$ cat src/rtl/soc_bus_pkg.sv
// -----------------------------------------------------------------------------
// soc_bus_pkg
// Shared definitions for initiators and responders on the SoC peripheral bus.
//   - dma_state_e  : state encoding of the DMA bus initiator
//   - *_BASE       : responder region base addresses
//   - WORD_BYTES   : bytes per bus word
//   - addr_advance : modulo-2^32 byte-address increment
// -----------------------------------------------------------------------------
package soc_bus_pkg;

    typedef enum logic [2:0] {
        DMA_IDLE  = 3'd0,
        DMA_READ  = 3'd1,
        DMA_WRITE = 3'd2,
        DMA_DONE  = 3'd3,
        DMA_ERR   = 3'd4
    } dma_state_e;

    localparam logic [31:0] TIMER_BASE = 32'h4000_0000;
    localparam logic [31:0] LED_BASE   = 32'h4001_0000;
    localparam logic [31:0] RAM_BASE   = 32'h2000_0000;

    localparam int WORD_BYTES = 4;

    // Address step; the carry out of bit 31 is dropped so addresses wrap.
    function automatic logic [31:0] addr_advance(input logic [31:0] addr,
                                                 input logic [31:0] stride);
        return addr + stride;
    endfunction

endpackage

$ cat src/rtl/bus_timeout_counter.sv
// -----------------------------------------------------------------------------
// bus_timeout_counter
// Counts consecutive enabled cycles of a pending bus access and flags expiry.
// Ports:
//   clk     in   clock, rising edge
//   reset   in   synchronous active-high reset
//   clear   in   restart the count (takes priority over enable)
//   enable  in   one wait cycle elapsed in this cycle
//   limit   in   [7:0] number of wait cycles allowed (1..255)
//   expired out  this cycle is the limit-th consecutive enabled cycle
// -----------------------------------------------------------------------------
module bus_timeout_counter (
    input  logic       clk,
    input  logic       reset,
    input  logic       clear,
    input  logic       enable,
    input  logic [7:0] limit,
    output logic       expired
);

    logic [7:0] count_r;

    // Wait-cycle count; saturates at the limit so it never wraps back to zero.
    always_ff @(posedge clk) begin
        if (reset) begin
            count_r <= 8'd0;
        end else if (clear) begin
            count_r <= 8'd0;
        end else if (enable && (count_r != limit)) begin
            count_r <= count_r + 8'd1;
        end else begin
            count_r <= count_r;
        end
    end

    // count_r holds the waits already seen, so the limit is reached when this
    // enabled cycle would be number 'limit'.
    assign expired = enable && !clear && (count_r == (limit - 8'd1));

endmodule

$ cat src/rtl/dma_bus_initiator.sv
// -----------------------------------------------------------------------------
// dma_bus_initiator
// Word-copy DMA engine acting as a bus initiator. A sideband start command
// (src, dst, length) launches a copy of 'length' words, each done as a bus
// read followed by a bus write, in ascending address order.
// Ports:
//   clk, reset            clock and synchronous active-high reset
//   start                 command strobe, accepted only when idle
//   src_addr/dst_addr     byte addresses latched on an accepted start
//   length                word count latched on an accepted start
//   busy                  copy in progress (read/write phases)
//   done                  one-cycle pulse on successful completion
//   error                 sticky ready-timeout flag
//   words_done            words fully written in the current/last transfer
//   irq / irq_ack         level interrupt and its acknowledge
//   bus_addr/bus_wdata    bus address and write data
//   bus_re/bus_we         read/write strobes, never high together
//   bus_rdata/bus_ready   responder data and completion
// All outputs are registered and decoded from the state being entered.
// -----------------------------------------------------------------------------
module dma_bus_initiator #(
    parameter int TIMEOUT_CYCLES = 16,
    parameter int ADDR_STRIDE    = 4
) (
    input  logic        clk,
    input  logic        reset,
    input  logic        start,
    input  logic [31:0] src_addr,
    input  logic [31:0] dst_addr,
    input  logic [15:0] length,
    output logic        busy,
    output logic        done,
    output logic        error,
    output logic [15:0] words_done,
    output logic        irq,
    input  logic        irq_ack,
    output logic [31:0] bus_addr,
    output logic [31:0] bus_wdata,
    input  logic [31:0] bus_rdata,
    output logic        bus_we,
    output logic        bus_re,
    input  logic        bus_ready
);

    import soc_bus_pkg::*;

    localparam logic [31:0] STRIDE = 32'(ADDR_STRIDE);
    localparam logic [7:0]  LIMIT  = 8'(TIMEOUT_CYCLES);

    dma_state_e  state_r, state_n;
    logic [31:0] src_r, src_n;
    logic [31:0] dst_r, dst_n;
    logic [15:0] rem_r, rem_n;
    logic [31:0] buf_r, buf_n;
    logic [15:0] words_r, words_n;
    logic        error_r, error_n;
    logic        irq_r, irq_n;
    logic        busy_r, busy_n;
    logic        done_r, done_n;
    logic        re_r, re_n;
    logic        we_r, we_n;
    logic [31:0] addr_r, addr_n;
    logic [31:0] wdata_r, wdata_n;

    logic in_access_s;
    logic tmo_clear_s;
    logic tmo_enable_s;
    logic expired_s;

    // A wait cycle is any cycle of a pending access without ready; the count
    // restarts whenever the access completes or no access is pending.
    always_comb begin
        in_access_s  = (state_r == DMA_READ) || (state_r == DMA_WRITE);
        tmo_clear_s  = !in_access_s || bus_ready;
        tmo_enable_s = in_access_s && !bus_ready;
    end

    bus_timeout_counter u_timeout (
        .clk     (clk),
        .reset   (reset),
        .clear   (tmo_clear_s),
        .enable  (tmo_enable_s),
        .limit   (LIMIT),
        .expired (expired_s)
    );

    // Next-state and datapath update.
    always_comb begin
        state_n = state_r;
        src_n   = src_r;
        dst_n   = dst_r;
        rem_n   = rem_r;
        buf_n   = buf_r;
        words_n = words_r;
        error_n = error_r;
        case (state_r)
            DMA_IDLE: begin
                if (start) begin
                    src_n   = src_addr;
                    dst_n   = dst_addr;
                    rem_n   = length;
                    error_n = 1'b0;
                    words_n = 16'd0;
                    if (length == 16'd0) begin
                        state_n = DMA_DONE;
                    end else begin
                        state_n = DMA_READ;
                    end
                end else begin
                    state_n = DMA_IDLE;
                end
            end
            DMA_READ: begin
                if (bus_ready) begin
                    buf_n   = bus_rdata;
                    state_n = DMA_WRITE;
                end else if (expired_s) begin
                    error_n = 1'b1;
                    state_n = DMA_ERR;
                end else begin
                    state_n = DMA_READ;
                end
            end
            DMA_WRITE: begin
                if (bus_ready) begin
                    src_n   = addr_advance(src_r, STRIDE);
                    dst_n   = addr_advance(dst_r, STRIDE);
                    rem_n   = rem_r - 16'd1;
                    words_n = words_r + 16'd1;
                    if (rem_r == 16'd1) begin
                        state_n = DMA_DONE;
                    end else begin
                        state_n = DMA_READ;
                    end
                end else if (expired_s) begin
                    error_n = 1'b1;
                    state_n = DMA_ERR;
                end else begin
                    state_n = DMA_WRITE;
                end
            end
            DMA_DONE: begin
                state_n = DMA_IDLE;
            end
            DMA_ERR: begin
                state_n = DMA_IDLE;
            end
            default: begin
                state_n = DMA_IDLE;
            end
        endcase
    end

    // Moore output decode from the state being entered, so the registered
    // outputs line up with the state register.
    always_comb begin
        busy_n  = 1'b0;
        done_n  = 1'b0;
        re_n    = 1'b0;
        we_n    = 1'b0;
        addr_n  = 32'h0000_0000;
        wdata_n = 32'h0000_0000;
        case (state_n)
            DMA_READ: begin
                busy_n = 1'b1;
                re_n   = 1'b1;
                addr_n = src_n;
            end
            DMA_WRITE: begin
                busy_n  = 1'b1;
                we_n    = 1'b1;
                addr_n  = dst_n;
                wdata_n = buf_n;
            end
            DMA_DONE: begin
                done_n = 1'b1;
            end
            default: begin
                busy_n = 1'b0;
            end
        endcase
        // A set event beats a coincident acknowledge.
        if ((state_n == DMA_DONE) || (state_n == DMA_ERR)) begin
            irq_n = 1'b1;
        end else if (irq_ack) begin
            irq_n = 1'b0;
        end else begin
            irq_n = irq_r;
        end
    end

    // State, datapath and output registers.
    always_ff @(posedge clk) begin
        if (reset) begin
            state_r <= DMA_IDLE;
            src_r   <= 32'h0000_0000;
            dst_r   <= 32'h0000_0000;
            rem_r   <= 16'd0;
            buf_r   <= 32'h0000_0000;
            words_r <= 16'd0;
            error_r <= 1'b0;
            irq_r   <= 1'b0;
            busy_r  <= 1'b0;
            done_r  <= 1'b0;
            re_r    <= 1'b0;
            we_r    <= 1'b0;
            addr_r  <= 32'h0000_0000;
            wdata_r <= 32'h0000_0000;
        end else begin
            state_r <= state_n;
            src_r   <= src_n;
            dst_r   <= dst_n;
            rem_r   <= rem_n;
            buf_r   <= buf_n;
            words_r <= words_n;
            error_r <= error_n;
            irq_r   <= irq_n;
            busy_r  <= busy_n;
            done_r  <= done_n;
            re_r    <= re_n;
            we_r    <= we_n;
            addr_r  <= addr_n;
            wdata_r <= wdata_n;
        end
    end

    assign busy       = busy_r;
    assign done       = done_r;
    assign error      = error_r;
    assign words_done = words_r;
    assign irq        = irq_r;
    assign bus_addr   = addr_r;
    assign bus_wdata  = wdata_r;
    assign bus_re     = re_r;
    assign bus_we     = we_r;

endmodule

$ cat config.mk
export PLATFORM = sky130hd
export DESIGN_NAME = dma_bus_initiator
export DESIGN_NICKNAME = d
export VERILOG_FILES = /design/src/rtl/soc_bus_pkg.sv /design/src/rtl/bus_timeout_counter.sv /design/src/rtl/dma_bus_initiator.sv
export SDC_FILE = /design/constraint.sdc
export NUM_CORES = 1
export LEC_CHECK = 0
export BUFFER_PORTS_ARGS = -buffer_cell sky130_fd_sc_hd__buf_2
export CAP_MARGIN = 20
export CORE_AREA = 8 8 189 191
export CTS_BUF_LIST = sky130_fd_sc_hd__clkbuf_4
export DETAILED_ROUTE_END_ITERATION = 8
export DIE_AREA = 0 0 197 199
export PLACE_DENSITY = 0.57
export SYNTH_ARGS = -nofsm -noshare
export SYNTH_HDL_FRONTEND = slang
export SYNTH_SLANG_ARGS = --single-unit
$ cat constraint.sdc
create_clock -name clk -period 2.5 [get_ports clk]
set_input_delay 0.5 -clock clk [delete_from_list [all_inputs] [get_ports clk]]
set_output_delay 0.5 -clock clk [all_outputs]
set_load 0.05 [all_outputs]
==> results <==
- The sequential-to-total area share from yosys stat is approximately 43%.
- The core area is 32900 um^2.
- At the worst endpoint, the required time is between 3000 and 4000 ps.
- The actual transition at the worst max-transition pin is between 900 and 1000 ps.
- Summing over every cut layer, the via total after detailed routing is a little over 10000.
- The final count of pins violating max slew is 0.
- Static timing analysis puts the maximum clock frequency at approximately 410 MHz.
- Max-cap violations in this run came to 0.
- The total of flip-flops plus latches after synthesis is about 210.
- The critical path capture point is rem_r[12].
- The mean instance size in the synthesized netlist is a little over 8 um^2.
- The total routed wirelength is 36500 um.
- VDD sags by at most ~370 uV.
- The share of the synthesized area in compound gates (AO/OA/AOI/OAI) is about a fifth.
- The fraction of the cycle the final worst path needs is a little under 100%.
- Summing the areas of all xor and xnor instances in the mapped netlist gives 1.81% of the synthesized area.
- In the routed layout, each cell is associated on average with a via count of 5.16.
- The clock input transition at the sequential cells of the worst setup and hold paths is 60 ps.
- The chip height is between 150 and 200 um.
- The origin of the critical flop-to-flop path is rem_r[0].
- The proportion of layout cells with a drive suffix above 1 is around a quarter.
- The endpoint of the lowest-slack register-to-register path is rem_r[12].
- Row generation in the floorplan step produced 67 rows.
- Relative to the synthesized area, the layout overhead comes to 32.6%.
- The post-synth net total is approximately 1300.
- The layout has roughly 3500 filler cells.
- Yosys printed 0 warnings.
- The initial cell density of the core is between 20% and 30%.
- The library cell used most frequently in the layout, excluding fill and tap cells, is sky130_fd_sc_hd__dfxtp_1.
- Buffers inserted during clock tree synthesis total 59.
- The share of synthesized cell area in full adder, half adder and majority cells is less than 1%.
- The clock tree from TritonCTS is done.
- The number of instances in the synthesized netlist is around 1200.
- The global-route wire length before repair is between 50000 and 60000 um.
- Setup violations remaining at the end of the flow were counted as 0.
- The netlist area before placement is approximately 9700 um^2.
- The most critical setup path has its startpoint at rem_r[0].
- The data arrival time of the critical path is 3070 ps.
- Input and output buffers added on the ports amount to 202.
- Summed over all failing endpoints, the final setup total negative slack is 0 ps.
- The detailed router finished its first iteration with between 800 and 900 violations.
- The maximum number of pins on one net before global-route repair is between 50 and 60.
- In this run the tightest slew margin relative to its limit is between 30% and 40%.
- The count of endpoints failing hold in the final timing report is 0.
- The maximum root-to-sink buffer count is 3.
- For the worst flop-to-flop path, the logic depth is 6.
- The number of antenna-violating nets in the routed design is 0.
- The sum of overflow across all layers after global routing is 0.
- The count of buffers added by post-CTS timing repair for setup is 0.
- The maximum level of the CTS H-tree is 2.
- By area the synthesized netlist is led by sky130_fd_sc_hd__dfxtp_1 43%, sky130_fd_sc_hd__nand2_1 6.4%, sky130_fd_sc_hd__nor2_1 5.0%.
- The type of the worst setup path is reg -> reg.
- The I/O pin count is between 200 and 250.
- Before antenna repair, the detailed router went through 6 iterations.
- The most used flip-flop cell after synthesis is sky130_fd_sc_hd__dfxtp_1.
- The post-synthesis async set-or-reset flop share is 0%.
- Subtracting the final worst setup slack from the clock period gives 2420 ps.
- In this run the worst hold path is classified as in -> reg.
- Counting flops with a built-in enable in the synthesized netlist gives 0.
- The via count of the first global-routing pass is 10000.
- The combinational family with the most area after synthesis is simple AND/OR/NAND/NOR gates.
- Clock skew on the completed layout was measured at between 50 and 60 ps.
- The sort of element at the end of the critical path is a flip-flop.
- After synthesis, the share of cell area in mux cells is under 10%.
- The top cell type's share of synthesized area is between 40% and 50%.
- Setup repair after global routing left no endpoint under its margin.
- Counting every sink on the clock net gives approximately 210.
- The synthesized design spends more area on one cell type than any other, namely sky130_fd_sc_hd__dfxtp_1.
- On the final layout, the worst hold slack is 63.7 ps.
- The number of distinct standard cells referenced by the synthesized netlist is 75.
- The number of design rule violations left after detail routing is 0.
- Measured along the x axis, the die boundary spans 197 um.
- The initial antenna violation count is 4.
- The die area is between 30000 and 40000 um^2.
- The average detailed-routed wire length per instance is around 18 um.
- The top cell types in the final layout, fill and taps aside, are 208 x sky130_fd_sc_hd__dfxtp_1, 201 x sky130_fd_sc_hd__buf_2, 165 x sky130_fd_sc_hd__nand2_1.
- The flow ran to the end, and the final reports show no timing, DRC or antenna violations.
- The leakage power is between 5 and 6 nW.
- The worst register-to-register path has a setup slack of just under 80 ps.
- STA classifies the critical path startpoint as a flip-flop.
- The cell at the root of the clock tree is sky130_fd_sc_hd__clkbuf_4.
- Once detailed placement completed, the half-perimeter wirelength came to 26000 um.
- The final net count is between 1500 and 2000.
- Of all nets on the critical path, the largest fanout is 6.
- Of the total synthesized cell area, the portion taken by AND, OR, NAND and NOR gates is between 20 and 30%.
- For the worst-skew pair, the clock arrives at the later sink with an insertion delay of just under 800 ps.
- The final RePlAce weighted congestion is ~0.87.
- The total power divided by cell area is around 650 nW/um^2.
- The overall global routing resource usage is 18.1%.
[registers in the layout (all words and copies together) (netlist names)]
signal	count
dst_r	32
done	1
error	1
rem_r	16
bus_wdata	32
irq	1
state_r	3
buf_r	32
busy	1
words_done	16
u_timeout.count_r	8
bus_we	1
src_r	32
bus_addr	32
bus_re	1
[routing by layer]
layer	track usage [%]	up-vias	part of all wire (%)	wire, um
li1	-	4994	-	-
met1	23.2	4801	43	15800
met2	27.8	424	45	16400
met3	4.89	81	8.1	2960
met4	9.00	0	3.5	1290
met5	0	-	0	0
[power by group]
group,switching (W),internal [W],leakage [nW]
sequential,0.000165,0.00350,1.70
combinational,0.000817,0.000502,3.12
clock,0.00149,0.00183,0.478
[worst min path at each step]
stage	startpoint	end	slack (ps)	cells after the start
global route	dst_addr[23]	dst_r[23]	10	3
floorplan	buf_r[0]	buf_r[0]	430	2
finish	src_addr[10]	src_r[10]	60	5
global placement	buf_r[0]	buf_r[0]	440	2
CTS	src_addr[10]	src_r[10]	3	5
detailed placement	buf_r[21]	buf_r[21]	450	2
[layout make-up]
type                       instances  area, um^2  share of cell area [%]
inverter                          20        75.1                   0.584
antenna                            5        12.5                  0.0974
timing repair buffer             322        2110                    16.4
multi-input combinational        885        5120                    39.8
tap                              448         561                    4.36
clock inverter                     9        65.1                   0.506
sequential                       209        4190                    32.6
clock buffer                      97         728                    5.67
[through the flow]
step | power (W) | worst slack [ps] | utilization, % | instance area [um^2] | instances
final | 0.00831 | 78.5 | 39.1 | 12900 | 1995
after floorplan | 0.00448 | 285 | - | 9690 | 1197
after global placement | 0.00497 | 28.2 | 35.1 | 11500 | 1832
after global routing | 0.00876 | 20.8 | 39.1 | 12900 | 1995
after CTS | 0.00842 | 74.1 | 39.1 | 12800 | 1990
after detailed placement | 0.00498 | 38.3 | 35.1 | 11500 | 1832
[cell families after synthesis]
kind of cell,after synthesis
multiplexers,12
flip-flops,209
XOR/XNOR,20
buffers and inverters,103
AND/OR/NAND/NOR,567
AO/OA/AOI/OAI,279
adder cells (fa/ha/maj),7
[cell usage after synthesis, types with 3 or more instances]
cell type and number:
sky130_fd_sc_hd__nor3_1 42, sky130_fd_sc_hd__buf_2 11, sky130_fd_sc_hd__and2_1 41, sky130_fd_sc_hd__xor2_1 9, sky130_fd_sc_hd__nor2b_1 9, sky130_fd_sc_hd__a31oi_1 14
sky130_fd_sc_hd__nand2_1 165, sky130_fd_sc_hd__a211oi_1 12, sky130_fd_sc_hd__nand4_1 33, sky130_fd_sc_hd__mux2i_1 11, sky130_fd_sc_hd__a21oi_1 92, sky130_fd_sc_hd__or4_1 8
sky130_fd_sc_hd__nand2b_1 4, sky130_fd_sc_hd__o211a_1 9, sky130_fd_sc_hd__o32ai_1 4, sky130_fd_sc_hd__o31ai_1 4, sky130_fd_sc_hd__o2bb2ai_1 11, sky130_fd_sc_hd__o311a_1 4
sky130_fd_sc_hd__and4_1 10, sky130_fd_sc_hd__nand3_1 41, sky130_fd_sc_hd__a221oi_1 3, sky130_fd_sc_hd__nor3b_1 7, sky130_fd_sc_hd__a22oi_1 7, sky130_fd_sc_hd__a211o_1 3
sky130_fd_sc_hd__dfxtp_1 209, sky130_fd_sc_hd__a311oi_1 4, sky130_fd_sc_hd__xnor2_1 11, sky130_fd_sc_hd__a32o_1 3, sky130_fd_sc_hd__o22ai_1 21, sky130_fd_sc_hd__nor2_1 129
sky130_fd_sc_hd__nor4_1 25, sky130_fd_sc_hd__or3_1 8, sky130_fd_sc_hd__o211ai_1 10, sky130_fd_sc_hd__nor4b_1 3, sky130_fd_sc_hd__o21ai_0 34, sky130_fd_sc_hd__clkbuf_1 68
sky130_fd_sc_hd__and3_1 20, sky130_fd_sc_hd__or2_2 3, sky130_fd_sc_hd__o221ai_1 9, sky130_fd_sc_hd__inv_1 19, sky130_fd_sc_hd__a2bb2oi_1 4, sky130_fd_sc_hd__a22o_1 11
sky130_fd_sc_hd__ha_1 7
[worst max-delay path: stages (launching register included)]
cell	delay, ps
sky130_fd_sc_hd__dfxtp_1	360
sky130_fd_sc_hd__inv_1	80
sky130_fd_sc_hd__ha_1	240
sky130_fd_sc_hd__or4b_2	690
sky130_fd_sc_hd__nor3b_1	480
sky130_fd_sc_hd__a41oi_1	190
sky130_fd_sc_hd__o221a_2	280
[timing repair]
item                                    4_1_cts  5_1_grt
resized for setup                             0        2
hold buffers                                 52        0
hold endpoints to repair                     56        0
endpoints found under the setup margin        0        8
Power figures use the tool's default switching activity.
